## src/rtl/div_seq_pkg.sv

```systemverilog
// Shared ALU divider definitions: operand width, FSM states and the
// quotient value reported on divide-by-zero.
package div_seq_pkg;

  localparam int unsigned DATA_W = 32;
  localparam int unsigned CNT_W  = $clog2(DATA_W);

  typedef enum logic [1:0] {
    IDLE,
    RUN,
    FIX
  } state_e;

  localparam logic [DATA_W-1:0] DIV_ZERO_QUOT = '1;

endpackage

```

## src/rtl/div_seq_if.sv

```systemverilog
// Start/busy/done handshake and HI/LO result bus of the sequential divider.
interface div_seq_if;
  import div_seq_pkg::*;

  logic              start;
  logic [DATA_W-1:0] a;
  logic [DATA_W-1:0] b;
  logic              busy;
  logic              done;
  logic              div_by_zero;
  logic [DATA_W-1:0] cHI;
  logic [DATA_W-1:0] cLOW;

  // Control unit side: issues divides, consumes results.
  modport master (
    output start, a, b,
    input  busy, done, div_by_zero, cHI, cLOW
  );

  // Divider side.
  modport slave (
    input  start, a, b,
    output busy, done, div_by_zero, cHI, cLOW
  );

endinterface

```

## src/rtl/div_seq_abs_neg.sv

```systemverilog
// Combinational two's-complement conditional negate with one guard bit.
// With neg tied to the operand sign it yields the magnitude; the guard bit
// keeps |0x8000_0000| representable.
module abs_neg
  import div_seq_pkg::*;
(
  input  logic [DATA_W-1:0] x,
  input  logic              neg,
  output logic [DATA_W:0]   y
);

  logic [DATA_W:0] ext;

  // Sign-extend, then negate on request.
  always_comb begin
    ext = {x[DATA_W-1], x};
    y   = neg ? (~ext + 1'b1) : ext;
  end

endmodule

```

## src/rtl/div_seq.sv

```systemverilog
// Sequential 32-bit signed restoring divider, one quotient bit per cycle.
// HI = remainder (sign follows dividend), LO = quotient (truncating).
module div_seq
  import div_seq_pkg::*;
(
  input  logic       clk,
  input  logic       rst_n,
  div_seq_if.slave   bus
);

  state_e             state_q, state_d;
  logic               busy_q, busy_d;
  logic               done_q, done_d;
  logic               dbz_q, dbz_d;
  logic [DATA_W-1:0]  chi_q, chi_d;
  logic [DATA_W-1:0]  clow_q, clow_d;
  logic [CNT_W-1:0]   cnt_q, cnt_d;
  logic [DATA_W-1:0]  dvd_q, dvd_d;
  logic [DATA_W:0]    dvs_q, dvs_d;
  logic [DATA_W:0]    rem_q, rem_d;
  logic [DATA_W-1:0]  quo_q, quo_d;
  logic               sign_q_q, sign_q_d;
  logic               sign_r_q, sign_r_d;

  logic [DATA_W:0]    mag_a, mag_b, fix_quo, fix_rem;
  logic [DATA_W:0]    shifted;
  logic [DATA_W+1:0]  trial;
  logic               unused_bits;

  abs_neg u_mag_a (.x(bus.a),               .neg(bus.a[DATA_W-1]), .y(mag_a));
  abs_neg u_mag_b (.x(bus.b),               .neg(bus.b[DATA_W-1]), .y(mag_b));
  abs_neg u_fix_q (.x(quo_q),               .neg(sign_q_q),        .y(fix_quo));
  abs_neg u_fix_r (.x(rem_q[DATA_W-1:0]),   .neg(sign_r_q),        .y(fix_rem));

  // Remainder never exceeds |b| <= 2^31, so its top bit and the guard bits of
  // the fixup results are never needed.
  assign unused_bits = ^{fix_quo[DATA_W], fix_rem[DATA_W], rem_q[DATA_W]};

  // Next-state and datapath computation.
  always_comb begin
    state_d  = state_q;
    busy_d   = busy_q;
    done_d   = 1'b0;
    dbz_d    = dbz_q;
    chi_d    = chi_q;
    clow_d   = clow_q;
    cnt_d    = cnt_q;
    dvd_d    = dvd_q;
    dvs_d    = dvs_q;
    rem_d    = rem_q;
    quo_d    = quo_q;
    sign_q_d = sign_q_q;
    sign_r_d = sign_r_q;

    shifted = {rem_q[DATA_W-1:0], dvd_q[DATA_W-1]};
    trial   = {1'b0, shifted} - {1'b0, dvs_q};

    case (state_q)
      IDLE: begin
        // A start coinciding with the done pulse is ignored.
        if (bus.start && !done_q) begin
          sign_q_d = bus.a[DATA_W-1] ^ bus.b[DATA_W-1];
          sign_r_d = bus.a[DATA_W-1];
          dvd_d    = mag_a[DATA_W-1:0];
          dvs_d    = mag_b;
          quo_d    = '0;
          busy_d   = 1'b1;
          dbz_d    = 1'b0;
          if (bus.b == '0) begin
            // Park |a| in the remainder so the sign fixup restores a into HI.
            rem_d   = mag_a;
            cnt_d   = '0;
            state_d = FIX;
          end else begin
            rem_d   = '0;
            cnt_d   = CNT_W'(DATA_W - 1);
            state_d = RUN;
          end
        end
      end
      RUN: begin
        dvd_d = {dvd_q[DATA_W-2:0], 1'b0};
        if (!trial[DATA_W+1]) begin
          rem_d = trial[DATA_W:0];
          quo_d = {quo_q[DATA_W-2:0], 1'b1};
        end else begin
          rem_d = shifted;
          quo_d = {quo_q[DATA_W-2:0], 1'b0};
        end
        cnt_d = cnt_q - 1'b1;
        if (cnt_q == '0) begin
          state_d = FIX;
        end
      end
      FIX: begin
        chi_d   = fix_rem[DATA_W-1:0];
        clow_d  = (dvs_q == '0) ? DIV_ZERO_QUOT : fix_quo[DATA_W-1:0];
        dbz_d   = (dvs_q == '0);
        cnt_d   = '0;
        busy_d  = 1'b0;
        done_d  = 1'b1;
        state_d = IDLE;
      end
      default: begin
        state_d = IDLE;
        busy_d  = 1'b0;
      end
    endcase
  end

  // State and output registers.
  always_ff @(posedge clk or negedge rst_n) begin
    if (!rst_n) begin
      state_q  <= IDLE;
      busy_q   <= 1'b0;
      done_q   <= 1'b0;
      dbz_q    <= 1'b0;
      chi_q    <= '0;
      clow_q   <= '0;
      cnt_q    <= '0;
      dvd_q    <= '0;
      dvs_q    <= '0;
      rem_q    <= '0;
      quo_q    <= '0;
      sign_q_q <= 1'b0;
      sign_r_q <= 1'b0;
    end else begin
      state_q  <= state_d;
      busy_q   <= busy_d;
      done_q   <= done_d;
      dbz_q    <= dbz_d;
      chi_q    <= chi_d;
      clow_q   <= clow_d;
      cnt_q    <= cnt_d;
      dvd_q    <= dvd_d;
      dvs_q    <= dvs_d;
      rem_q    <= rem_d;
      quo_q    <= quo_d;
      sign_q_q <= sign_q_d;
      sign_r_q <= sign_r_d;
    end
  end

  assign bus.busy        = busy_q;
  assign bus.done        = done_q;
  assign bus.div_by_zero = dbz_q;
  assign bus.cHI         = chi_q;
  assign bus.cLOW        = clow_q;

endmodule

```

## src/flat_wrapper.sv

```systemverilog
// flat-port wrapper written by rule: the top's interface ports become plain ports
module div_seq_flat import div_seq_pkg::*;
  (clk, rst_n, bus_start, bus_a, bus_b, bus_busy, bus_done, bus_div_by_zero, bus_cHI, bus_cLOW);
  div_seq_if bus_i ();
  input  logic clk;
  input  logic rst_n;
  input wire logic [$bits(bus_i.start)-1:0] bus_start;
  input wire logic [$bits(bus_i.a)-1:0] bus_a;
  input wire logic [$bits(bus_i.b)-1:0] bus_b;
  output wire logic [$bits(bus_i.busy)-1:0] bus_busy;
  output wire logic [$bits(bus_i.done)-1:0] bus_done;
  output wire logic [$bits(bus_i.div_by_zero)-1:0] bus_div_by_zero;
  output wire logic [$bits(bus_i.cHI)-1:0] bus_cHI;
  output wire logic [$bits(bus_i.cLOW)-1:0] bus_cLOW;
  assign bus_i.start = bus_start;
  assign bus_i.a = bus_a;
  assign bus_i.b = bus_b;
  assign bus_busy = bus_i.busy;
  assign bus_done = bus_i.done;
  assign bus_div_by_zero = bus_i.div_by_zero;
  assign bus_cHI = bus_i.cHI;
  assign bus_cLOW = bus_i.cLOW;
  div_seq u_core (.clk(clk), .rst_n(rst_n), .bus(bus_i));
endmodule
```

## config.mk

```make
export PLATFORM = sky130hd
export DESIGN_NAME = div_seq_flat
export DESIGN_NICKNAME = d
export VERILOG_FILES = /design/src/rtl/div_seq_pkg.sv /design/src/rtl/div_seq_if.sv /design/src/rtl/div_seq_abs_neg.sv /design/src/rtl/div_seq.sv /design/src/flat_wrapper.sv
export SDC_FILE = /design/constraint.sdc
export NUM_CORES = 1
export LEC_CHECK = 0
export CORE_UTILIZATION = 50
export DETAILED_ROUTE_END_ITERATION = 16
export DONT_BUFFER_PORTS = 1
export PLACE_DENSITY_LB_ADDON = 0.2
export SLEW_MARGIN = 20
export SYNTH_ARGS = -nofsm -noshare
export SYNTH_HDL_FRONTEND = slang
export SYNTH_SLANG_ARGS = --single-unit
```

## constraint.sdc

```tcl
create_clock -name clk -period 8.4 [get_ports clk]
set_input_delay 0.84 -clock clk [delete_from_list [all_inputs] [get_ports clk]]
set_output_delay 0.84 -clock clk [all_outputs]
set_load 0.01 [all_outputs]
```

==> flow_summary_export.csv, run 1 <==
group,metric,value,unit
synth,synth_ff_type,"dfrtp_1",
pwr,seq_power_share,0.312,
clock_network,clockRootBuffer,"clkbuf_16",
synth,synthSimpleGateAreaFrac,0.172,
floorplan,die_h,162,um
synth,syn_area_per_cell,8.57,um^2
clock_network,htreeDepth,1,
worst_setup_path,critPathKind,"register to register",
clock_network,postCtsSetupBuffers,0,
synth,syn_area,0.0128,mm^2
place,io_buffers,0,
clock_network,cts_buffer_depth,3,
drt,via_count,10800,
global_route,antenna_found_initial,0,
synth,yosys_warnings,0,
worst_setup_path,cp_common_cell,"nor2_1",
timing,skew,16.4,ps
timing,fin_tns_setup,0,ps
worst_setup_path,critPathTopFamily,"compound AO/OA/AOI/OAI gates",
synth,synth_top_area_frac,0.400,
floorplan,die_w,162,um
worst_setup_path,cp.arrival,3910,ps
synth,syn_inst,1498,
synth,synth_mux_area_frac,0.0249,
timing,fmax,285,MHz
synth,synth_xor_area_frac,0.0996,
floorplan,die-area,0.0263,mm^2
finish,final_cell_mix,"dfrtp_1 (204), nand2_1 (154), nor2_1 (152), a21oi_1 (146), o21ai_0 (134)",
place,post-place-ws,4630,ps
pwr,intPower,3.32,mW
worst_setup_path,ff2ff_setup_slack,4900,ps
clock_network,cts_tree,"built",
worst_setup_path,crit_required,8800,ps
drt,finalWirelength,34500,um
drt,vias_per_cell,6.03,
job,max-cap-violations,0,
run_status,outcome,"finished, final reports clean",
clock_network,cts_sinks,205,
timing,report.final.slew_viol_count,0,
worst_setup_path,endpoint_kind,"register",
worst_setup_path,worstPathMaxFanout,18,
pwr,p_comb_frac,0.531,
timing,slew_headroom,0.286,
worst_setup_path,path_cells,"ha_1 > and3_1 > nand3_1 > nor2_1 > o211ai_1 > nand2_1 > a21o_1 > mux2_2 > a221oi_1 > nor2_1",
synth,synth_top_family_by_area,"compound AO/OA/AOI/OAI gates",
finish,nNetsFinal,1557,
pwr,p_leak,5.92,nW
clock_network,path_clk_slew,60,ps
global_route,grt_max_degree,186,
global_route,grt_pass1_wl,55700,um
global_route,grt_pass1_vias,10400,
drt,drt_pass1_iterations,5,
synth,synth_fa_ha_area_frac,0.0425,
clock_network,cts_buffers,23,
timing,worst_slew_pin_slew,1070,ps
min_path,hp-class,"input pin to asynchronous set/reset pin",
finish,antenna_cells,0,
finish,final_common_cell,"dfrtp_1",
drt,wl_per_cell,19.3,um
drt,ant_nets,0,
synth,synth_cell_types,62,
synth,yosysTopAreaCell,"dfrtp_1",
synth,syn-num-nets,1608,
timing,fin_ws,4900,ps
global_route,grt_use_total,0.265,
floorplan,core,0.0252,mm^2
pwr,swShare,0.473,
finish,drive_gt1_frac,0.0541,
timing,period_needed,3500,ps
worst_setup_path,crit_buf_inv,0,
finish,area_growth,7.21,%
pwr,ir_drop,297,uV
clock_network,clock_latency,530,ps
worst_setup_path,critPathMaxStageDelay,610,ps
global_route,grt-ovfl-total,0,
synth,synth-compound-area-share,0.220,
clock_network,cts_resized,0,
floorplan,num_rows,58,
pwr,power.density,457,mW/mm^2
synth,netlist_top_cells_area,"dfrtp_1 (40%), xor2_1 (6.6%), a21oi_1 (5.7%)",
synth,seq_area_frac_synth,0.400,
drt,first_iter_violations,865,
drt,drt_drc_violations_left,0,
pwr,switchingPower,2.97,mW
place,hpwl,24800,um
worst_setup_path,cp-start-kind,"register",
floorplan,initial_core_util,0.510,
timing,hold_viol,0,
pwr,clockPowerShare,0.157,
worst_setup_path,crit_path_top_delay_cell,"a21o_1",
timing,finalCritPeriodShare,0.417,
place,place.gp.congestion,0.888,
synth,ys_seq_elements,205,
floorplan,io_pins,134,
timing,setup_viol,0,
synth,ys_async_sr_fraction,1.00,
timing,rsz0062_at_grt,"false",
synth,synth_edf_count,0,
## per-stage QoR
step | hold WS, ps | util | cells | instance area (um^2) | power [mW]
2_1_floorplan | 450 | - | 1498 | 12800 | 4.45
3_3_place_gp | 467 | 0.517 | 1751 | 13000 | 5.22
3_5_place_dp | 471 | 0.517 | 1751 | 13000 | 5.28
4_1_cts | 0.271 | 0.547 | 1790 | 13800 | 6.29
5_1_grt | 1.50 | 0.547 | 1790 | 13800 | 6.82
6_report | 18.2 | 0.547 | 1790 | 13800 | 6.29
## state kept, by name, summed over array words and instances (netlist names)
name	cells
u_core.bus.busy	1
u_core.bus.cLOW	32
u_core.rem_q	32
u_core.sign_q_q	1
u_core.dvs_q	33
u_core.quo_q	32
u_core.state_q	2
u_core.dvd_q	32
u_core.sign_r_q	1
u_core.bus.cHI	32
u_core.cnt_q	5
u_core.bus.div_by_zero	1
u_core.bus.done	1
## metal layers
metal  track usage  part of all wire  up-vias
met2         0.416              0.45      350
met1         0.364              0.44     5141
li1              -                 -     5216
met5             0                 0        -
met3        0.0541             0.079       85
met4        0.0909             0.034        0
## synth_stat cells, types with 4 or more instances
library cell,instances
xnor2_1,49
mux2_2,15
o22ai_1,8
nand2b_1,11
a21o_1,11
or3_4,4
a22oi_1,8
o31ai_1,34
nand4_1,11
ha_1,42
inv_1,54
a21oi_1,147
a211oi_1,5
o21ai_1,11
xor2_1,97
dfrtp_1,205
clkbuf_1,78
nor4_1,18
a31oi_1,14
o31a_1,4
nand3_1,20
o211ai_1,8
and3_1,13
nor2_1,152
a22o_1,29
and2_1,8
or3_1,15
or2_2,7
buf_1,8
nor3_1,28
nand2_1,154
o21a_1,4
o41ai_1,11
mux2i_1,15
nor2b_1,6
or4_1,14
o21ai_0,135
nand3b_1,6
## kinds of logic (layout without fill, tap and decap cells)
| family | after synthesis | after routing |
|---|---|---|
| and+or+nand+nor | 474 | 474 |
| DFF | 205 | 205 |
| xor gates and xnor gates | 146 | 146 |
| buffers and inverters | 140 | 102 |
| AOI/OAI and AO/OA | 460 | 460 |
| muxes | 30 | 30 |
| adders and majority gates | 43 | 43 |
## final cells by class
type                            instances  area (um^2)
Multi-Input combinational cell       1153         7220
Fill cell                            2335        11400
Timing Repair Buffer                   10         77.6
Clock inverter                          7          106
Inverter                               54          203
Tap cell                              330          413
Clock buffer                           31          616
Sequential cell                       205         5130
## path summary, 6_finish.rpt
kind,to,start,cells after the start
worst max register to register,u_core.rem_q[20],u_core.rem_q[21],10
min in group clk,u_core.sign_r_q,bus_a[31],1
max in group asynchronous,u_core.dvs_q[0],rst_n,1
worst min-delay path,u_core.bus.cHI[15],rst_n,0
worst max-delay path,u_core.rem_q[20],u_core.rem_q[21],10
worst min register to register,u_core.dvd_q[19],u_core.dvd_q[19],2
## what timing repair did
action | 4_1_cts | 5_1_grt
hold buffers | 1 | 0
hold endpoints to repair | 21 | 0
setup endpoints to repair | 0 | 0
## power groups by stage
stage	clock, mW	combinational, mW	sequential, mW
final	0.987	3.34	1.96
after floorplan	0	2.69	1.75
after global placement	0	3.26	1.96
after detailed placement	0	3.31	1.97
after global routing	1.04	3.76	2.01
after CTS	1.01	3.33	1.96
Note: power is estimated with default switching activity, not from simulation.
==> inputs of run 2 (changes only) <==
==> constraint.sdc (replaced) <==
create_clock -name clk -period 3.5 [get_ports clk]
set_input_delay 0.35 -clock clk [delete_from_list [all_inputs] [get_ports clk]]
set_output_delay 0.35 -clock clk [all_outputs]
set_load 0.01 [all_outputs]
==> run 2 against run 1 <==
The run now ends with hold timing left. Clock power rose to 2.5 times the previous value. Worst hold slack worse by 500 ps. Worst setup slack worse by 4700 ps. Core utilization grew 1.9 points. Clock-buffer cell count is 5 higher. Non-clock buffer count grew 52. Clock skew up 9.1 ps. Combinational power rose to 2.7 times the previous value. Register-to-register slack worse by 4700 ps. Design area grew 3.4%. Flip-flop and latch count did not move. Die area unchanged. Largest cell class unchanged.
==> flow_summary_export.csv, run 2 (synthesized netlist as in run 1, its figures left out) <==
group,metric,value,unit
worst_setup_path,cp-start-kind,"register",
job,max-cap-violations,0,
timing,rsz0062_at_grt,"false",
worst_setup_path,crit_required,3890,ps
worst_setup_path,r2r_end,"u_core.rem_q[18]",
finish,fin_area,0.0142,mm^2
global_route,grt_pass1_wl,57400,um
min_path,hp-class,"input pin to asynchronous set/reset pin",
finish,n_fill_cell,2292,
worst_setup_path,endpoint_kind,"register",
finish,area_growth,10.9,%
place,hpwl,26600,um
global_route,grt_pass1_vias,10600,
clock_network,cts_sinks,205,
worst_setup_path,crit_buf_inv,2,
finish,regMostFlops,"u_core.dvs_q",
timing,setup_viol,0,
run_status,outcome,"finished, violations left",
worst_setup_path,critPathMaxStageDelay,420,ps
finish,nNetsFinal,1610,
timing,fin_ws,241,ps
worst_setup_path,worstPathMaxFanout,4,
floorplan,initial_core_util,0.510,
floorplan,die_h,162,um
drt,via_count,11200,
place,place.gp.congestion,0.916,
pwr,swShare,0.467,
clock_network,hold_buffers,1,
floorplan,die_w,162,um
clock_network,htreeDepth,1,
clock_network,clock_latency,540,ps
pwr,power.density,1110,mW/mm^2
worst_setup_path,cp-startpoint,"u_core.dvd_q[31]",
finish,drive_gt1_frac,0.0910,
drt,finalWirelength,36300,um
worst_setup_path,r2r-start,"u_core.dvd_q[31]",
place,post-place-ws,142,ps
worst_setup_path,critPathCapture,"u_core.rem_q[18]",
timing,fmax,307,MHz
drt,drt_drc_violations_left,0,
pwr,p_leak,6.21,nW
place,io_buffers,0,
clock_network,cts_buffer_depth,3,
global_route,grt-ovfl-total,0,
drt,first_iter_violations,907,
timing,hold_viol,205,
floorplan,die-area,0.0263,mm^2
worst_setup_path,crit_path_top_delay_cell,"fa_1",
drt,wl_per_cell,19.7,um
worst_setup_path,critPathTopFamily,"compound AO/OA/AOI/OAI gates",
global_route,grt_use_total,0.276,
run_status,violations,"hold timing",
finish,fin_cells,1847,
place,placedInstanceArea,0.0134,mm^2
pwr,seq_power_share,0.279,
floorplan,core,0.0252,mm^2
worst_setup_path,reg2reg_depth,13,
timing,slew_headroom,0.264,
worst_setup_path,critPathKind,"register to register",
global_route,grt_max_degree,206,
worst_setup_path,path_cells,"inv_1 > ha_1 > inv_1 > fa_1 > a211o_1 > a211oi_2 > o2111ai_2 > and2_1 > a311oi_1 > xor2_1 > nor2_1 > a2111oi_0 > nor2_1",
timing,fin_tns_setup,0,ps
drt,drt_pass1_iterations,5,
timing,holdWs,-485,ps
pwr,ir_drop,656,uV
pwr,intPower,8.44,mW
timing,period_needed,3260,ps
floorplan,io_pins,134,
timing,finalCritPeriodShare,0.931,
place,dpl.cell_count,1803,
timing,skew,25.5,ps
worst_setup_path,cp.arrival,3640,ps
clock_network,cts_tree,"built",
finish,final_util,0.565,
clock_network,clockRootBuffer,"clkbuf_16",
finish,final_cell_mix,"dfrtp_1 (204), nand2_1 (154), nor2_1 (152), a21oi_1 (146), o21ai_0 (134)",
pwr,switchingPower,7.41,mW
drt,ant_nets,0,
pwr,clockPowerShare,0.156,
global_route,antenna_found_initial,1,
worst_setup_path,crit_cells,13,
finish,final_common_cell,"dfrtp_1",
floorplan,num_rows,58,
timing,report.final.slew_viol_count,0,
worst_setup_path,ff2ff_setup_slack,240,ps
timing,worst_slew_pin_slew,1100,ps
pwr,finalPower,15.9,mW
clock_network,path_clk_slew,60,ps
clock_network,cts_buffers,24,
clock_network,postCtsSetupBuffers,0,
drt,vias_per_cell,6.05,
finish,largest_register_ffs,33,
pwr,p_comb_frac,0.565,
run 2: what timing repair did:
item | in CTS | in global routing
endpoints found under the setup margin | 0 | 3
endpoints found under the hold margin | 206 | 205
resized for setup | 0 | 2
run 2: how the worst min path moves through the flow:
| stage | from | to | slack [ps] | depth (start not counted) |
|---|---|---|---|---|
| 6_report | rst_n | u_core.bus.cHI[4] | -480 | 0 |
| 5_1_grt | rst_n | u_core.bus.cHI[4] | -510 | 0 |
| 4_1_cts | rst_n | u_core.bus.cHI[4] | -500 | 0 |
| 3_5_place_dp | rst_n | u_core.bus.cHI[4] | 60 | 0 |
| 3_3_place_gp | rst_n | u_core.bus.cHI[4] | 70 | 0 |
| 2_1_floorplan | rst_n | u_core.bus.busy | 50 | 0 |
run 2: power groups by stage:
stage / clock (mW) / combinational [mW] / sequential (mW)
2_1_floorplan: 0 / 6.47 / 4.20
3_3_place_gp: 0 / 8.65 / 4.42
3_5_place_dp: 0 / 8.77 / 4.45
4_1_cts: 2.51 / 8.85 / 4.42
5_1_grt: 2.61 / 9.95 / 4.54
6_report: 2.47 / 8.96 / 4.42
run 2: routing by layer:
metal	GRT usage	share of wire	vias to the layer above
li1	-	-	5337
met1	0.373	0.44	5388
met2	0.431	0.45	373
met3	0.0730	0.083	68
met4	0.0836	0.029	0
met5	0	0	-
run 2: final cells by class:
| class | instances | area, um^2 | area share |
|---|---|---|---|
| clock buffer | 36 | 706 | 0.0496 |
| sequential | 205 | 5130 | 0.360 |
| antenna | 1 | 2.50 | 0.000176 |
| clock inverter | 6 | 71.3 | 0.00501 |
| multi-input combinational | 1153 | 7230 | 0.508 |
| tap | 330 | 413 | 0.0290 |
| inverter | 54 | 203 | 0.0142 |
| timing repair buffer | 62 | 480 | 0.0338 |
==> inputs of run 3 (changes only) <==
--- a/config.mk
+++ b/config.mk
@@ -8,7 +8,9 @@
 export CORE_UTILIZATION = 50
 export DETAILED_ROUTE_END_ITERATION = 16
 export DONT_BUFFER_PORTS = 1
+export MAX_ROUTING_LAYER = met4
 export PLACE_DENSITY_LB_ADDON = 0.2
+export RECOVER_POWER = 50
 export SLEW_MARGIN = 20
 export SYNTH_ARGS = -nofsm -noshare
 export SYNTH_HDL_FRONTEND = slang
==> run 3 against run 2 <==
The flow still finishes with violations (hold timing). Combinational power about the same. Sequential power about the same. Worst hold slack improved by 7.9 ps. Worst setup slack improved by 22 ps. Global-route usage increased by 0.64 points. Core utilization increased by 0.15 points. Largest cell class unchanged. Cell count about the same. First-iteration DRC count increased by 3.1%.
==> flow_summary_export.csv, run 3 (synthesized netlist as in run 1, its figures left out) <==
group,metric,value,unit
run_status,outcome,"finished, violations left",
run_status,violations,"hold timing",
finish,final_common_cell,"dfrtp_1",
worst_setup_path,crit_required,3910,ps
finish,largest_register_ffs,33,
clock_network,path_clk_slew,60,ps
clock_network,htreeDepth,1,
timing,setup_viol,0,
floorplan,die_w,162,um
clock_network,postCtsSetupBuffers,0,
worst_setup_path,crit_path_top_delay_cell,"fa_1",
clock_network,clockRootBuffer,"clkbuf_16",
pwr,ir_drop,728,uV
worst_setup_path,cp.arrival,3640,ps
finish,nNetsFinal,1610,
clock_network,clock_latency,530,ps
global_route,grt_use_total,0.282,
finish,area_growth,11.2,%
drt,vias_per_cell,6.00,
global_route,grt-ovfl-total,0,
clock_network,cts_sinks,205,
worst_setup_path,path_cells,"inv_1 > ha_1 > inv_1 > fa_1 > a211o_1 > a211oi_2 > o2111ai_2 > and2_2 > a311oi_2 > xor2_1 > nor2_1 > a2111oi_0 > nor2_1",
finish,seq_area,0.00513,mm^2
job,max-cap-violations,0,
floorplan,initial_core_util,0.510,
floorplan,die-area,0.0263,mm^2
timing,worst_slew_pin_slew,1320,ps
worst_setup_path,cp-start-kind,"register",
floorplan,die_h,162,um
floorplan,core,0.0252,mm^2
clock_network,cts_buffers,23,
place,place.gp.congestion,0.920,
finish,antenna_cells,0,
worst_setup_path,critPathKind,"register to register",
finish,regMostFlops,"u_core.dvs_q",
timing,skew,10.9,ps
drt,finalWirelength,35800,um
floorplan,io_pins,134,
timing,report.final.slew_viol_count,0,
drt,drt_drc_violations_left,0,
worst_setup_path,worstPathMaxFanout,4,
timing,hold_viol,205,
finish,multiInputGateArea,0.00722,mm^2
min_path,hp-class,"input pin to asynchronous set/reset pin",
timing,holdWs,-477,ps
floorplan,num_rows,58,
global_route,grt_pass1_wl,57100,um
timing,slew_headroom,0.119,
clock_network,cts_buffer_depth,3,
place,placedInstanceArea,0.0134,mm^2
global_route,grt_max_degree,206,
pwr,power.density,1120,mW/mm^2
drt,wl_per_cell,19.4,um
finish,n_fill_cell,2328,
place,io_buffers,0,
clock_network,hold_buffers,1,
drt,via_count,11100,
timing,fin_tns_setup,0,ps
place,hpwl,26400,um
global_route,antenna_found_initial,0,
global_route,grt_pass1_vias,10700,
worst_setup_path,critPathMaxStageDelay,420,ps
finish,final_util,0.567,
drt,first_iter_violations,935,
timing,period_needed,3240,ps
finish,final_cell_mix,"dfrtp_1 (205), nand2_1 (154), nor2_1 (152), a21oi_1 (146), o21ai_0 (134)",
timing,fin_ws,263,ps
drt,ant_nets,0,
drt,drt_pass1_iterations,5,
worst_setup_path,reg2reg_depth,13,
pwr,p_leak,6.23,nW
timing,fmax,309,MHz
finish,drive_gt1_frac,0.0923,
finish,fin_area,0.0143,mm^2
worst_setup_path,endpoint_kind,"register",
clock_network,cts_tree,"built",
timing,finalCritPeriodShare,0.925,
place,post-place-ws,183,ps
-- run 3: cell types whose count changed in the layout (fill, tap and decap cells not counted), sizes merged --
cell    before  now
clkbuf      36   31
buf         61   62
diode        1    0
bufinv       1    4
inv         54   55
-- run 3: critical path, delay by kind of cell (launching register included) --
family	cells	cell delay [ps]
adders and majority gates	2	590
DFF	1	360
AOI/OAI and AO/OA	5	1460
buffers and inverters	2	150
and+or+nand+nor	3	380
xor gates and xnor gates	1	170
-- run 3: power by group --
group / total [mW] / switching, mW / internal, mW
clock network: 2.61 / 1.01 / 1.60
registers: 4.43 / 1.04 / 3.39
logic: 8.96 / 5.36 / 3.60
total: 16.0 / 7.41 / 8.59
-- run 3: per-stage QoR --
stage / instances / total power [mW]
after floorplan: 1498 / 10.7
after global placement: 1804 / 13.1
after detailed placement: 1804 / 13.2
after CTS: 1846 / 15.9
after global routing: 1846 / 17.3
final: 1846 / 16.0
-- run 3: final cells by class --
type | instances | area share
repair buffers | 63 | 0.0342
flip-flops and latches | 205 | 0.359
clock inverters | 10 | 0.0119
well taps | 330 | 0.0289
clock buffers | 31 | 0.0452
multi-input cells | 1153 | 0.506
inverters | 54 | 0.0142
-- run 3: final timing paths --
check,slack (ps),from,endpoint
hold / removal,-480,rst_n,u_core.bus.cHI[4]
min in group clk,20,bus_a[0],u_core.dvd_q[0]
hold reg to reg,480,u_core.dvs_q[8],u_core.dvs_q[8]
setup / recovery,260,u_core.dvd_q[31],u_core.rem_q[18]
setup reg to reg,260,u_core.dvd_q[31],u_core.rem_q[18]
max in group asynchronous,3670,rst_n,u_core.rem_q[29]
-- run 3: timing repair --
| item | 4_1_cts | 5_1_grt |
|---|---|---|
| setup endpoints to repair | 0 | 3 |
| gates resized for setup | 0 | 5 |
| hold endpoints to repair | 206 | 205 |
-- run 3: layer usage --
metal | GRT usage | vias up | wire [um]
li1 | - | 5350 | -
met1 | 0.373 | 5317 | 15700
met2 | 0.427 | 349 | 16000
met3 | 0.0669 | 68 | 3030
met4 | 0.0875 | 0 | 1170
met5 | - | - | 0
